$ cat src/rtl/sap1_pkg.sv
// Shared constants and state encoding for the SAP-1 memory block.
package sap1_pkg;

  localparam int ADDR_W = 4;
  localparam int DATA_W = 8;
  localparam int DEPTH  = 1 << ADDR_W;

  // Enables from the controller are active-low throughout SAP-1.
  localparam logic EN_ACTIVE = 1'b0;

  typedef enum logic [1:0] {
    ST_INIT = 2'd0,
    ST_RUN  = 2'd1,
    ST_PROG = 2'd2
  } state_t;

endpackage

$ cat src/rtl/sap1_ram_array.sv
// Plain DEPTH x DATA_W storage: one synchronous write port, one asynchronous read port.
module sap1_ram_array #(
  parameter int ADDR_W = sap1_pkg::ADDR_W,
  parameter int DATA_W = sap1_pkg::DATA_W
) (
  input  logic              clk,
  input  logic              we,
  input  logic [ADDR_W-1:0] waddr,
  input  logic [DATA_W-1:0] wdata,
  input  logic [ADDR_W-1:0] raddr,
  output logic [DATA_W-1:0] rdata
);

  localparam int DEPTH = 1 << ADDR_W;

  logic [DATA_W-1:0] mem [DEPTH];

  // Write port: contents are only ever established by writes, never by reset.
  always_ff @(posedge clk) begin
    if (we) mem[waddr] <= wdata;
  end

  assign rdata = mem[raddr];

endmodule

$ cat src/rtl/sap1_ram.sv
// SAP-1 16x8 program/data memory: clear sweep after reset, zero-latency
// reads in run mode, valid/ready loader writes in program mode.
module sap1_ram
  import sap1_pkg::*;
#(
  parameter int ADDR_W = sap1_pkg::ADDR_W,
  parameter int DATA_W = sap1_pkg::DATA_W
) (
  input  logic              clk,
  input  logic              clr_n,
  input  logic [ADDR_W-1:0] addr,
  input  logic              ce,
  output logic [DATA_W-1:0] bus_out,
  output logic              bus_oe,
  input  logic              prog_mode,
  input  logic              prog_valid,
  output logic              prog_ready,
  input  logic [ADDR_W-1:0] prog_addr,
  input  logic [DATA_W-1:0] prog_data,
  output logic              prog_done,
  output logic [ADDR_W:0]   wr_cnt,
  output logic              busy
);

  localparam int              DEPTH_L = 1 << ADDR_W;
  localparam logic [ADDR_W:0] CNT_MAX = (ADDR_W + 1)'(DEPTH_L);

  state_t            state;
  state_t            state_nxt;
  logic [ADDR_W-1:0] ptr;
  logic              sweep_last;
  logic              mem_we;
  logic [ADDR_W-1:0] mem_waddr;
  logic [DATA_W-1:0] mem_wdata;
  logic [DATA_W-1:0] mem_rdata;

  assign sweep_last = (ptr == ADDR_W'(DEPTH_L - 1));

  // State register; reset always restarts the clear sweep.
  always_ff @(posedge clk or negedge clr_n) begin
    if (!clr_n) state <= ST_INIT;
    else        state <= state_nxt;
  end

  // Next-state logic. Sweep end always lands in RUN, so PROG is one cycle later.
  always_comb begin
    state_nxt = state;
    unique case (state)
      ST_INIT: if (sweep_last) state_nxt = ST_RUN;
      ST_RUN:  if (prog_mode)  state_nxt = ST_PROG;
      ST_PROG: if (!prog_mode) state_nxt = ST_RUN;
      default: state_nxt = ST_INIT;
    endcase
  end

  // Output decode; reads are combinational so data is valid in the ce cycle.
  always_comb begin
    busy       = (state == ST_INIT);
    prog_ready = (state == ST_PROG);
    bus_oe     = (state == ST_RUN) && (ce == EN_ACTIVE);
    bus_out    = bus_oe ? mem_rdata : '0;
  end

  // Write port steering: the sweep writes zeros, the loader writes in PROG.
  always_comb begin
    mem_we    = 1'b0;
    mem_waddr = ptr;
    mem_wdata = '0;
    if (state == ST_INIT) begin
      mem_we = 1'b1;
    end else if (state == ST_PROG && prog_valid) begin
      mem_we    = 1'b1;
      mem_waddr = prog_addr;
      mem_wdata = prog_data;
    end
  end

  // Sweep pointer walks every location once per reset.
  always_ff @(posedge clk or negedge clr_n) begin
    if (!clr_n)                 ptr <= '0;
    else if (state == ST_INIT)  ptr <= ptr + 1'b1;
  end

  // Session write counter: cleared on PROG entry, saturates at DEPTH, held in RUN.
  always_ff @(posedge clk or negedge clr_n) begin
    if (!clr_n) begin
      wr_cnt <= '0;
    end else if (state == ST_RUN && prog_mode) begin
      wr_cnt <= '0;
    end else if (state == ST_PROG && prog_valid && wr_cnt != CNT_MAX) begin
      wr_cnt <= wr_cnt + 1'b1;
    end
  end

  // One-cycle pulse after the edge that leaves PROG.
  always_ff @(posedge clk or negedge clr_n) begin
    if (!clr_n) prog_done <= 1'b0;
    else        prog_done <= (state == ST_PROG) && !prog_mode;
  end

  sap1_ram_array #(
    .ADDR_W (ADDR_W),
    .DATA_W (DATA_W)
  ) u_array (
    .clk   (clk),
    .we    (mem_we),
    .waddr (mem_waddr),
    .wdata (mem_wdata),
    .raddr (addr),
    .rdata (mem_rdata)
  );

endmodule

$ cat config.mk
export PLATFORM = sky130hd
export DESIGN_NAME = sap1_ram
export DESIGN_NICKNAME = d
export VERILOG_FILES = /design/src/rtl/sap1_pkg.sv /design/src/rtl/sap1_ram_array.sv /design/src/rtl/sap1_ram.sv
export SDC_FILE = /design/constraint.sdc
export NUM_CORES = 1
export LEC_CHECK = 0
export BUFFER_PORTS_ARGS = -buffer_cell sky130_fd_sc_hd__clkbuf_2
export CAP_MARGIN = 0
export CORE_MARGIN = 2
export CORE_UTILIZATION = 45
export DETAILED_ROUTE_END_ITERATION = 7
export PLACE_DENSITY_LB_ADDON = 0.3
export SYNTH_ARGS = -nofsm -noshare
export SYNTH_HDL_FRONTEND = slang
export SYNTH_SLANG_ARGS = --single-unit
$ cat constraint.sdc
create_clock -name clk -period 2.1 [get_ports clk]
set_clock_uncertainty 0.15 [all_clocks]
set_input_delay 0.42 -clock clk [delete_from_list [all_inputs] [get_ports clk]]
set_output_delay 0.42 -clock clk [all_outputs]
set_load 0.02 [all_outputs]
**Yosys cells after proc, flatten, opt, wreduce, memory -nomap -nowiden**

Memory sizes are Yosys's and may differ from the RTL's.
Index checks and enable logic that the tools add are counted.

- Add/sub/neg operators: 2
- Reduce and logical (&&, ||, !) cells: 9
- Equal/unequal tests: 7
- Multiplexer cells: 15
- Bitwise logic cells: 1

Operator list:

| cell | number |
|---|---|
| two-way mux 8 bit | 3 |
| two-way mux 5 bit | 2 |
| two-way mux 4 bit | 2 |
| two-way mux 2 bit | 3 |
| one-hot mux 2 bit (3 select lines) | 1 |
| adder 5 x 1 -> 5 bit (second input constant) | 1 |
| logical AND 1 bit | 5 |
| inequality test 5 bit (second input constant) | 1 |
| adder 4 x 1 -> 4 bit (second input constant) | 1 |
| == test 4 bit (second input constant) | 1 |
| two-way mux 1 bit | 4 |
| inequality test 2 bit (second input constant) | 2 |
| AND reduction 3 bit | 1 |
| == test 2 x 1 -> 1 bit (second input constant) | 1 |
| == test 2 bit (second input constant) | 1 |
| logical NOT 2 bit | 1 |
| inequality test 2 x 1 -> 1 bit (second input constant) | 1 |
| nonzero test 2 bit | 1 |
| logical NOT 1 bit | 1 |
| inverter 1 bit | 1 |

- Logic and storage cells: 39
- Register bits: 12
- Bits in writable memories: 128
- Memories kept: 1
- Output and inout port bits: 17

Memory list:

| memory | depth | bits a word | rd ports | clocked after memory_dff | wr ports | RTL line | source |
|---|---|---|---|---|---|---|---|
| u_array.mem | 16 | 8 | 1 | 0 | 1 | sap1_ram_array.sv:16 | `logic [DATA_W-1:0] mem [DEPTH];` |

**Logic depth before layout (Yosys ltp)**

- Depth after elaboration: 6
- Mapped depth: 6

**Hierarchy**

A second synthesis with hierarchy kept.

- Cells, all modules: 305
- Area, all modules: 5,758.0 um2

Modules (own cells, without submodules):

| module | seq. area each (um2) | times used | area an instance (um2) | cells each |
|---|---|---|---|---|
| sap1_ram_array | 3,843.7 | 1 | 4,987.3 | 221 |
| sap1_ram | 300.3 | 1 | 770.7 | 84 |

**Worst setup path after synthesis**

Ideal clock, no wire load.

- Path type: flip-flop to output port
- Start: reg state[0]
- End: out bus_out[2]
- Buffers on the path: 0
- Required time: 1.530 ns
- Arrival: 1.791 ns
- Path slack: -0.261 ns
- Stages on the path, launching flop included: 4
- Cells stage by stage: dfrtp_1 -> nor3b_1 -> nand2_1 -> o22ai_1

- Longest elaborated chain between the ends: 3

RTL lines:

| element | RTL line | source |
|---|---|---|
| start: declaration | sap1_ram.sv:28 | `state_t state;` |
| start signal: assignment | sap1_ram.sv:42 | `else state <= state_nxt;` |
| == test 2 x 1 -> 1 bit | sap1_ram.sv:60 | `bus_oe = (state == ST_RUN) && (ce == EN_ACTIVE);` |
| logical AND 1 bit | sap1_ram.sv:60 |  |
| named net bus_oe | sap1_ram.sv:14 | `output logic bus_oe,` |
| two-way mux 8 bit | sap1_ram.sv:61 | `bus_out = bus_oe ? mem_rdata : '0;` |
| end: declaration | sap1_ram.sv:13 | `output logic [DATA_W-1:0] bus_out,` |

The timed path passes the listed nets, and every way through them passes these cells.

**Final worst setup path**

- Start: mem u_array.mem[9][3]
- End: out bus_out[3]

- Longest elaborated chain between the ends: 2

RTL lines:

| element | RTL line |
|---|---|
| start: declaration | sap1_ram_array.sv:16 |
| memory (16 x 8 bit) | -- |
| two-way mux 8 bit | sap1_ram.sv:61 |

No other way between the ends.

==> summary.md <==
| Metric | Value |
|---|---|
| Syn Nets | `approximately 320` |
| Worst hold-check path type | `primary input to flip-flop` |
| Slowest-stage cell, CP | `mux4_2` |
| Final core utilization | `0.612` |
| Die area | `0.0137 mm²` |
| H-tree levels | `4` |
| FMAX | `419 MHz` |
| Core ar. | `about 0.013 mm²` |
| Worst VDD drop | `809 µV` |
| Cell Pwr Density | `~1200 mW/mm²` |
| Cell row count | `~40` |
| Final worst path period share | `1.14` |
| Number of global-route vias before repair | `3268` |
| Total Power | `about 0.0095 W` |
| Status | `finished, violations left` |
| Simple-Gate Fraction of Synth Area | `0.0607` |
| Switching power | `approximately 0.0026 W` |
| Sequential Power Share | `0.404` |
| Vias/cell | `around 5.5` |
| Largest net degree at the start of global routing | `23` |
| Final WS setup | `-0.289 ns` |
| Setup crit start kind | `flip-flop` |
| Power share of the clock group | `0.344` |
| Async SR Flop Fraction | `0.0857` |
| Hold path depth | `2` |
| #FFs+latches synth | `140` |
| Placer Congestion | `between 0.7 and 0.8` |
| Clock tree buffer depth | `2` |
| Endpoint type of the worst setup path | `output pin` |
| DR WL/cell | `approximately 21 µm` |
| I/O pins | `38` |
| CTS tree | `built` |
| Critical path depth | `4` |
| Critical Path Fanout Max | `1` |
| Combinational power share | `0.251` |
| Share of the synthesized area in the top cell type | `0.666` |
| Nets | `roughly 410` |
| ANT nets after route | `0` |
| Clk sinks | `140` |
| Area delta synth->final | `33.3%` |
| Synth Area in Adders | `0.00651` |
| Layout cell share with drive strength beyond 1 | `0.474` |
| Final min period | `about 2.4 ns` |
| Initial core utilization | `0.459` |
| Dpl hpwl | `7570 µm` |
| CP bufs+invs | `1` |
| Total GRT Usage | `0.192` |
| Reg2Reg Launch Point | `state[1]` |
| Grt total ovfl | `0` |
| Hold Path End | `prog_done` |
| Initial antenna violation count | `0` |
| Xor/xnor cell area share of the yosys netlist | `0.00456` |
| ANT cells | `0` |
| Max_cap viols | `0` |
| CP arrival | `roughly 1.8 ns` |
| First-pass GRT wire length | `~18000 µm` |
| Internal | `just under 0.007 W` |
| Hold Crit Start | `prog_mode` |
| Sw Ratio | `0.274` |
| First-pass detailed-route iteration total | `4` |
| Register area share after synthesis | `0.718` |
| Highest cell delay on the worst timing path | `around 0.53 ns` |
| Later-pin clock latency in the skew report | `0.42 ns` |
| Largest family of logic cells by synthesized area | `multiplexers` |
| Worst endpoint required time | `1.53 ns` |
| Failing checks | `setup timing` |
| Synthesized area | `between 0.005 and 0.006 mm²` |
| YS warnings | `0` |
| Mux cell area share after synthesis | `0.169` |
| Compound-Gate Fraction of Synth Area | `0.0215` |
| Root Buffer | `clkbuf_16` |
| Number of fill cells | `around 900` |
| CP Cell Sequence | `mux4_2, mux2i_2, o22ai_2, buf_6` |
| Area contributors post-synth | `edfxtp_1 (67%), mux4_2 (11%), dfrtp_1 (5.2%)` |
| Total length of routed wires | `approximately 12000 µm` |
| Initial DRC Count | `between 200 and 250` |
| Largest area contributor in the netlist | `edfxtp_1` |
| Final setup viols | `34` |
| Max Transition Viols Final | `0` |
| DIE HEIGHT | `approximately 120 µm` |
| Worst relative slew slack | `0.573` |
| CP top delay family | `multiplexers` |
| Post-synth EDFFs | `between 100 and 150` |
| R2R setup slack | `-0.05 ns` |
| Die X | `between 100 and 150 µm` |
| Clock transition at path regs | `approximately 0.060 ns` |
| Port bufs | `37` |
| Synthesized area per cell | `approximately 19 µm²` |
| RSZ-0062 raised after global routing | `yes` |
| Post-synth top flop | `edfxtp_1` |
| P_leak | `2.72 nW` |
| Cells after Synth | `300` |
| Worst-Margin Slew | `just over 0.6 ns` |
| Reg2reg end | `u_array.mem[3][0]` |
| DR vias | `around 3100` |
| Synth cell types | `38` |
| TritonCTS Buffers | `17` |
| WS Path Type | `flip-flop to output pin` |
| Hold Fails Final Rpt | `0` |
| FF-to-FF path depth | `6` |
| Number of remaining DRC errors | `0` |
## logic make-up (layout without fill, tap and decap cells)
family | after synthesis | after routing
xor+xnor | 3 | 3
fa+ha+maj | 3 | 3
buf+inv | 17 | 118
compound gates | 21 | 21
mux | 55 | 55
simple gates | 61 | 61
flops | 140 | 140
## sequential cells by signal (all words and copies together), names as in the netlist
signal,flops
ptr,4
state,2
u_array.mem,128
prog_done,1
wr_cnt,5
## final cells by class
cell class	instances	area [µm²]	share of cell area
sequential	140	4140	0.539
multi-input combinational	143	1880	0.245
timing repair buffer	81	776	0.101
clock buffer	18	429	0.0558
clock inverter	14	224	0.0291
tap	172	215	0.0280
inverter	5	18.8	0.00244
## how the worst max path moves through the flow
stage / from / to / slack (ns)
global placement: addr[0] / bus_out[0] / -0.32
CTS: u_array.mem[10][5] / bus_out[5] / -0.27
finish: u_array.mem[9][3] / bus_out[3] / -0.29
global route: u_array.mem[14][2] / bus_out[2] / -0.32
detailed placement: addr[0] / bus_out[1] / -0.31
floorplan: state[1] / u_array.mem[10][0] / -0.24
## placed cells by master, fill, tap and decap left out, types with 3 or more instances in the layout
cell type     n
a21oi_1       5
and2_2        7
buf_12        7
buf_4        16
buf_6        19
buf_8         5
bufinv_16     6
clkbuf_16    17
clkbuf_2     28
clkbuf_8      3
clkinv_1      3
clkinvlp_4    3
dfrtp_1      12
edfxtp_1    128
ha_1          3
inv_1         5
mux2i_1       6
mux2i_2       5
mux2i_4       9
mux4_2       30
nand2_1       5
nand3_1       3
nor2_1        7
nor2b_1       4
nor3_2        8
nor3_4        6
o21ai_0       6
o22ai_2       3
o22ai_4       5
## layer usage
layer  up-vias  share of wire  routed length [µm]  track usage
li1       1408              -                   -            -
met1      1616           0.43                5210        0.246
met2        81           0.50                6000        0.313
met3        19          0.048                 574       0.0505
met4         0          0.021                 252       0.0824
met5         -              0                   0            0
## synth_stat cells (3+ instances only)
library cell and count:
buf_6 4, and2_1 9, nor2b_1 4, nor2_1 7, o21ai_0 6, o22ai_1 8
inv_1 5, nand3_1 3, nor3_1 16, buf_2 3, buf_4 3, mux4_2 29
dfrtp_1 12, edfxtp_1 128, a21oi_1 5, nand2_1 6, nand2b_1 3, mux4_1 3
mux2i_1 19, ha_1 3
## worst register-to-register path, cell delays in order, from the launching register on
cell     delay (ns)
dfrtp_1        0.38
buf_4          0.17
and3b_2        0.24
buf_4          0.14
mux2_4         0.35
nor3_2         0.22
buf_6          0.19
## what timing repair did
item | in CTS | in global routing
setup endpoints to repair | 33 | 264
gates resized for setup | 71 | 45
setup buffers | 4 | 5
endpoints found under the hold margin | 12 | 0
pin swaps | 16 | 12
cloned | 1 | 0
hold buffers | 1 | 0
## stage by stage
step | hold slack [ns] | setup WS (ns) | setup TNS, ns | instances | cell area (µm²)
2_1_floorplan | -0.0256 | -0.237 | -21.96 | 300 | 5780
3_3_place_gp | 0.168 | -0.318 | -2.19 | 532 | 6400
3_5_place_dp | 0.175 | -0.311 | -2.31 | 532 | 6400
4_1_cts | 0.0222 | -0.266 | -3.14 | 570 | 7470
5_1_grt | 0.0338 | -0.319 | -7.99 | 573 | 7690
6_report | 0.0371 | -0.289 | -2.54 | 573 | 7690
## power groups by stage
| stage | combinational [W] | clock, W | sequential (W) |
|---|---|---|---|
| 3_5_place_dp | 0.00174 | 0 | 0.00389 |
| 6_report | 0.00239 | 0.00327 | 0.00384 |
| 4_1_cts | 0.00213 | 0.00334 | 0.00384 |
| 3_3_place_gp | 0.00169 | 0 | 0.00387 |
| 5_1_grt | 0.00255 | 0.00345 | 0.00389 |
| 2_1_floorplan | 0.00107 | 0 | 0.00387 |
(Power assumes the default switching activity.)
